<file path="src/rtl/add_pkg.sv">
// Shared configuration helpers for the add_pipe pipelined adder.
package add_pkg;

  localparam int DEF_WIDTH  = 16;
  localparam int DEF_STAGES = 4;

  function automatic int chunk_w(input int width, input int stages);
    return width / stages;
  endfunction

  // Every stage must resolve a whole, non-empty chunk.
  function automatic bit width_ok(input int width, input int stages);
    return (stages >= 1) && (stages <= width) && ((width % stages) == 0);
  endfunction

endpackage

</file>
<file path="src/rtl/add_pipe_if.sv">
// Operand/result stream for add_pipe. ADD_PIPE_OVERFLOW_EN adds the ovf flag.
interface add_pipe_if
  import add_pkg::*;
#(
  parameter int WIDTH = DEF_WIDTH
);
  logic [WIDTH-1:0] a;
  logic [WIDTH-1:0] b;
  logic             c_in;
  logic             in_valid;
  logic             in_ready;
  logic [WIDTH-1:0] sum;
  logic             c_out;
  logic             out_valid;
  logic             out_ready;
`ifdef ADD_PIPE_OVERFLOW_EN
  logic             ovf;
`endif

  modport master (
    output a, b, c_in, in_valid, out_ready,
    input  in_ready, sum, c_out, out_valid
`ifdef ADD_PIPE_OVERFLOW_EN
    , input ovf
`endif
  );

  modport slave (
    input  a, b, c_in, in_valid, out_ready,
    output in_ready, sum, c_out, out_valid
`ifdef ADD_PIPE_OVERFLOW_EN
    , output ovf
`endif
  );

endinterface

</file>
<file path="src/rtl/add_chunk.sv">
// Combinational CW-bit ripple slice; ADD_PIPE_OVERFLOW_EN exposes the carry into its MSB.
module add_chunk #(
  parameter int CW = 4
) (
  input  logic [CW-1:0] a,
  input  logic [CW-1:0] b,
  input  logic          c_in,
  output logic [CW-1:0] sum,
  output logic          c_out
`ifdef ADD_PIPE_OVERFLOW_EN
  , output logic        c_msb
`endif
);

  always_comb begin
    {c_out, sum} = {1'b0, a} + {1'b0, b} + {{CW{1'b0}}, c_in};
  end

`ifdef ADD_PIPE_OVERFLOW_EN
  // The MSB sum bit is a^b^carry_in, so the carry into it can be recovered directly.
  assign c_msb = a[CW-1] ^ b[CW-1] ^ sum[CW-1];
`endif

endmodule

</file>
<file path="src/rtl/add_pipe.sv">
// Pipelined ripple-carry adder, one CW-bit chunk per stage, global-stall valid/ready flow.
// Optional macro ADD_PIPE_OVERFLOW_EN adds a registered signed-overflow output (bus.ovf).
module add_pipe
  import add_pkg::*;
#(
  parameter int WIDTH  = DEF_WIDTH,
  parameter int STAGES = DEF_STAGES
) (
  input logic       clk,
  input logic       rst,
  add_pipe_if.slave bus
);

  localparam int CW = chunk_w(WIDTH, STAGES);

  if (!width_ok(WIDTH, STAGES)) begin : g_bad_cfg
    $error("add_pipe: WIDTH must be a multiple of STAGES, with STAGES in 1..WIDTH");
  end

  logic adv;
  assign adv          = !bus.out_valid || bus.out_ready;
  assign bus.in_ready = adv;

  for (genvar s = 0; s < STAGES; s++) begin : g_st
    // Operand bits from chunk s upward are still pending at this stage.
    localparam int OPW = WIDTH - s * CW;

    logic [OPW-1:0]        op_a;
    logic [OPW-1:0]        op_b;
    logic                  cy_in;
    logic                  vld_in;
    logic [CW-1:0]         ch_sum;
    logic                  ch_cy;
    logic [(s+1)*CW-1:0]   sum_next;
    logic [(s+1)*CW-1:0]   sum_d, sum_q;
    logic                  cy_d, cy_q;
    logic                  vld_d, vld_q;
`ifdef ADD_PIPE_OVERFLOW_EN
    logic                  c_msb;
`endif

    if (s == 0) begin : g_head
      assign op_a     = bus.a;
      assign op_b     = bus.b;
      assign cy_in    = bus.c_in;
      assign vld_in   = bus.in_valid;
      assign sum_next = ch_sum;
    end else begin : g_tail
      assign op_a     = g_st[s-1].g_skew.a_q;
      assign op_b     = g_st[s-1].g_skew.b_q;
      assign cy_in    = g_st[s-1].cy_q;
      assign vld_in   = g_st[s-1].vld_q;
      assign sum_next = {ch_sum, g_st[s-1].sum_q};
    end

    add_chunk #(.CW(CW)) u_chunk (
      .a     (op_a[CW-1:0]),
      .b     (op_b[CW-1:0]),
      .c_in  (cy_in),
      .sum   (ch_sum),
      .c_out (ch_cy)
`ifdef ADD_PIPE_OVERFLOW_EN
      , .c_msb (c_msb)
`endif
    );

    always_comb begin
      vld_d = vld_q;
      cy_d  = cy_q;
      sum_d = sum_q;
      if (adv) begin
        vld_d = vld_in;
        cy_d  = ch_cy;
        sum_d = sum_next;
      end
    end

    always_ff @(posedge clk or posedge rst) begin
      if (rst) begin
        vld_q <= 1'b0;
        cy_q  <= 1'b0;
        sum_q <= '0;
      end else begin
        vld_q <= vld_d;
        cy_q  <= cy_d;
        sum_q <= sum_d;
      end
    end

    // Upper operand chunks ride along until their carry catches up.
    if (s < STAGES - 1) begin : g_skew
      logic [OPW-CW-1:0] a_d, a_q;
      logic [OPW-CW-1:0] b_d, b_q;

      always_comb begin
        a_d = a_q;
        b_d = b_q;
        if (adv) begin
          a_d = op_a[OPW-1:CW];
          b_d = op_b[OPW-1:CW];
        end
      end

      always_ff @(posedge clk or posedge rst) begin
        if (rst) begin
          a_q <= '0;
          b_q <= '0;
        end else begin
          a_q <= a_d;
          b_q <= b_d;
        end
      end
    end

`ifdef ADD_PIPE_OVERFLOW_EN
    if (s == STAGES - 1) begin : g_ovf
      logic ovf_d, ovf_q;

      always_comb begin
        ovf_d = ovf_q;
        if (adv) ovf_d = c_msb ^ ch_cy;
      end

      always_ff @(posedge clk or posedge rst) begin
        if (rst) ovf_q <= 1'b0;
        else     ovf_q <= ovf_d;
      end
    end
`endif
  end

  assign bus.sum       = g_st[STAGES-1].sum_q;
  assign bus.c_out     = g_st[STAGES-1].cy_q;
  assign bus.out_valid = g_st[STAGES-1].vld_q;
`ifdef ADD_PIPE_OVERFLOW_EN
  assign bus.ovf       = g_st[STAGES-1].g_ovf.ovf_q;
`endif

endmodule

</file>
<file path="src/flat_wrapper.sv">
// flat-port wrapper written by rule: the top's interface ports become plain ports
module add_pipe_flat import add_pkg::*;
#(
  parameter int WIDTH  = DEF_WIDTH,
  parameter int STAGES = DEF_STAGES
)
  (clk, rst, bus_a, bus_b, bus_c_in, bus_in_valid, bus_out_ready, bus_in_ready, bus_sum, bus_c_out, bus_out_valid);
  add_pipe_if #(.WIDTH(WIDTH)) bus_i ();
  input logic clk;
  input logic rst;
  input wire logic [$bits(bus_i.a)-1:0] bus_a;
  input wire logic [$bits(bus_i.b)-1:0] bus_b;
  input wire logic [$bits(bus_i.c_in)-1:0] bus_c_in;
  input wire logic [$bits(bus_i.in_valid)-1:0] bus_in_valid;
  input wire logic [$bits(bus_i.out_ready)-1:0] bus_out_ready;
  output wire logic [$bits(bus_i.in_ready)-1:0] bus_in_ready;
  output wire logic [$bits(bus_i.sum)-1:0] bus_sum;
  output wire logic [$bits(bus_i.c_out)-1:0] bus_c_out;
  output wire logic [$bits(bus_i.out_valid)-1:0] bus_out_valid;
  assign bus_i.a = bus_a;
  assign bus_i.b = bus_b;
  assign bus_i.c_in = bus_c_in;
  assign bus_i.in_valid = bus_in_valid;
  assign bus_i.out_ready = bus_out_ready;
  assign bus_in_ready = bus_i.in_ready;
  assign bus_sum = bus_i.sum;
  assign bus_c_out = bus_i.c_out;
  assign bus_out_valid = bus_i.out_valid;
  add_pipe #(.WIDTH(WIDTH), .STAGES(STAGES)) u_core (.clk(clk), .rst(rst), .bus(bus_i));
endmodule
</file>
<file path="config.mk">
export PLATFORM = sky130hd
export DESIGN_NAME = add_pipe_flat
export DESIGN_NICKNAME = d
export VERILOG_FILES = /design/src/rtl/add_pkg.sv /design/src/rtl/add_pipe_if.sv /design/src/rtl/add_chunk.sv /design/src/rtl/add_pipe.sv /design/src/flat_wrapper.sv
export SDC_FILE = /design/constraint.sdc
export NUM_CORES = 1
export LEC_CHECK = 0
export ABC_AREA = 1
export BUFFER_PORTS_ARGS = -buffer_cell sky130_fd_sc_hd__buf_4
export CAP_MARGIN = 20
export CORE_UTILIZATION = 60
export DETAILED_ROUTE_END_ITERATION = 8
export HOLD_SLACK_MARGIN = 0.05
export MAX_ROUTING_LAYER = met4
export PLACE_DENSITY = 0.83
export REMOVE_ABC_BUFFERS = 1
export SLEW_MARGIN = 5
export SYNTH_ARGS = -nofsm -noshare
export SYNTH_HDL_FRONTEND = slang
export SYNTH_SLANG_ARGS = --single-unit
</file>
<file path="constraint.sdc">
create_clock -name clk -period 6.18 [get_ports clk]
set_input_delay 0.618 -clock clk [delete_from_list [all_inputs] [get_ports clk]]
set_output_delay 0.618 -clock clk [all_outputs]
set_load 0.005 [all_outputs]
</file>
==> results by group <==
Outcome
  – Status: completed

Routing
  – DR WL/cell: 11.7 um
  – Initial drt markers: 225
  – Routed vias: 3030
  – WL final: 7.07 mm
  – Routed Antenna Nets: 0
  – 1st-pass router iterations: 4
  – # DRC: 0
  – Vias per cell: 5.00

Finish
  – Antenna fix cells: 0
  – NumNets Final: 581
  – Layout cell share with drive strength beyond 1: 14.7%
  – Fin util: 73.3%
  – Synthesis-to-layout area growth: 15.0%
  – Non-Filler Instances: 606

Setup path
  – Most used cell, CP: buf_4
  – Reg-to-reg endpoint: u_core.g_st[2].g_skew.a_q[1]$_DFFE_PP0P_
  – Type of origin of the critical path: flip-flop
  – CP Cell Sequence: inv_1 > nor2_4 > buf_4 > inv_2 > buf_4
  – CP peak stage delay: 0.66 ns
  – Crit path max fanout: 95
  – Highest-delay cell along the critical path: buf_4
  – Critical path capture point: bus_in_ready
  – Worst setup EP type: output port
  – Crit Path Class: reg2out
  – Top delay family on crit path: buffers and inverters
  – Reg-to-reg critical path startpoint: u_core.bus.out_valid$_DFFE_PP0P_
  – Worst EP arrival: 2.30 ns
  – CP Depth: 5
  – Crit path buf inv count: 4
  – Reg2reg setup slack: 3.65 ns
  – Data required, critical path: 5.56 ns
  – Worst Reg2Reg Path Length in Cells: 7
  – Worst Setup SP: u_core.bus.out_valid$_DFFE_PP0P_

Global route
  – Initial antenna violation count: 0
  – Largest net degree at the start of global routing: 96
  – First-pass GRT wire length: 12.6 mm
  – Overall fraction of global-route tracks in use: 23.1%
  – Grt total ovfl: 0
  – Via count of the first global-routing pass: 3074

Power
  – P_leak: 2.65 nW
  – Peak VDD IR: 187 uV
  – Seq pwr share: 47.8%
  – Comb power frac: 35.4%
  – Sw power: 794 uW
  – Pwr Total: 2.20 mW
  – Int Pwr: 1.41 mW
  – Sw Ratio: 36.0%
  – PwrDens: 463 nW/um2
  – Clk network pwr share: 16.8%

Place
  – RD Place Congestion: 0.793
  – Post-placement cell count: 590
  – I/O Buffers: 55
  – Post-DP HPWL: 4.73 mm

Timing
  – Hold_ws: 0.190 ns
  – Max frequency: 343 MHz
  – Fin Setup TNS: 0 ns
  – Skew final: 0.00666 ns
  – Fin crit period: 2.91 ns
  – Final Cycle Share: 47.2%
  – Max-slew violations: 0
  – Final Hold Fails: 0
  – Worst-margin pin slew: 0.946 ns
  – Final setup fails: 0
  – Relative slew slack: 37.0%
  – Unrepaired setup endpoints after global routing: false

Clock tree
  – Root Driver: clkbuf_8
  – H-Tree Level Count: 3
  – Clk buf depth: 2
  – PostCTS Resize Cnt: 0
  – Clk_lat worst skew: 0.35 ns
  – Clk slew on worst S/H paths: 0.08 ns
  – CTS Buf Count: 9
  – Postcts setup bufs: 0
  – CTS tree: yes
  – CTS Sinks: 96
  – Post-CTS Hold Fix Bufs: 0

Synthesis
  – Ys Warns: 0
  – Post-synth EDFFs: 0
  – Async SR Flop Fraction: 100%
  – Cell Area, Synth: 4140 um2
  – Top_reg_cell synth: dfrtp_1
  – Seq cells post-synth: 96
  – Register area share after synthesis: 58.0%
  – Mapped Cells: 475
  – Syn Area/Cell: 8.72 um2
  – Synth cell types: 18

Floorplanning
  – Num ports: 56
  – Row cnt: 29
  – Core area: 6490 um2
  – Chip width: 85.1 um
  – Die height: 85.1 um
  – Die Area: 7240 um2
  – Initial Util: 63.7%

Job
  – Max_cap viols: 0

Worst hold path
  – Hold Crit Class: in2async
-- cells in the final DEF (no fill, tap or decap), types with 2 or more instances in the layout --
cell      instances
a21oi_1           7
buf_4            58
clkbuf_8         12
clkinv_2          3
dfrtp_1          96
fa_1              8
ha_1             12
inv_1            23
nand2_1         267
nand3_1          11
nor2_1           11
o21ai_0          13
or2_2             2
-- synthesized netlist by cell type, drive strengths merged, types with 2 or more instances --
cell    instances  share of area [%]
nor2           12                1.3
or2             2               0.30
nand2         267                 24
ha             12                3.6
fa              8                3.9
nand3          11                1.3
a21oi           7               0.85
buf            15                1.9
inv            25                2.3
dfrtp          96                 58
clkbuf          5               0.45
o21ai          13                1.6
-- layer usage --
layer  vias up  GRT usage, %  routed length [um]
met3        12          3.60                 210
met5         -             -                   0
met1      1433          26.7                3140
met4         0          10.8                 145
met2        49          39.8                3580
li1       1536             -                   -
-- power groups by stage --
stage	combinational [mW]	sequential (mW)	clock, mW
2_1_floorplan	0.535	1.03	0
3_3_place_gp	0.740	1.05	0
3_5_place_dp	0.786	1.06	0
4_1_cts	0.790	1.05	0.380
5_1_grt	0.917	1.08	0.409
6_report	0.779	1.05	0.370
-- through the flow --
step	worst slack [ns]	area, um2
after CTS	3.23	4760
final	3.27	4760
after global routing	3.06	4760
after floorplan	3.06	4040
after global placement	3.25	4580
after detailed placement	3.26	4580
-- flip-flops by register name (all words and copies together), names as in the netlist --
name / count
u_core.g_st.g_skew.a_q: 24
u_core.bus.out_valid: 1
u_core.g_st.cy_q: 3
u_core.g_st.sum_q: 24
u_core.bus.c_out: 1
u_core.g_st.g_skew.b_q: 24
u_core.g_st.vld_q: 3
u_core.bus.sum: 16
-- final cells by class --
cell class              instances  area, um2
clock buffers                  13        169
clock inverters                 3       15.0
inverters                      25       96.3
fillers                       488       1730
well taps                      77       96.3
multi-input cells             334       1550
flip-flops and latches         96       2400
repair buffers                 58        435
-- cell families after synthesis --
logic type      after synthesis  synth area share (%)
compound gates               22                  2.75
buf+inv                      45                  4.62
simple gates                292                  27.1
flops                        96                  58.0
fa+ha+maj                    20                  7.49
-- worst min path at each step --
stage | from | end | cells past startpoint
floorplan | u_core.g_st[2].vld_q$_DFFE_PP0P_ | u_core.bus.out_valid$_DFFE_PP0P_ | 2
global placement | u_core.g_st[2].vld_q$_DFFE_PP0P_ | u_core.bus.out_valid$_DFFE_PP0P_ | 2
detailed placement | u_core.g_st[2].vld_q$_DFFE_PP0P_ | u_core.bus.out_valid$_DFFE_PP0P_ | 2
CTS | rst | u_core.g_st[0].g_skew.b_q[3]$_DFFE_PP0P_ | 2
global route | rst | u_core.g_st[0].g_skew.b_q[3]$_DFFE_PP0P_ | 2
finish | rst | u_core.g_st[0].g_skew.b_q[3]$_DFFE_PP0P_ | 2
-- worst reg2reg max path: cells and delay by family, from the launching register on --
kind,cells,cell delay [ns]
AO/OA/AOI/OAI,1,0.10
buffers and inverters,4,1.73
flip-flops,1,0.35
AND/OR/NAND/NOR,2,0.21
Power figures use the tool's default switching activity.
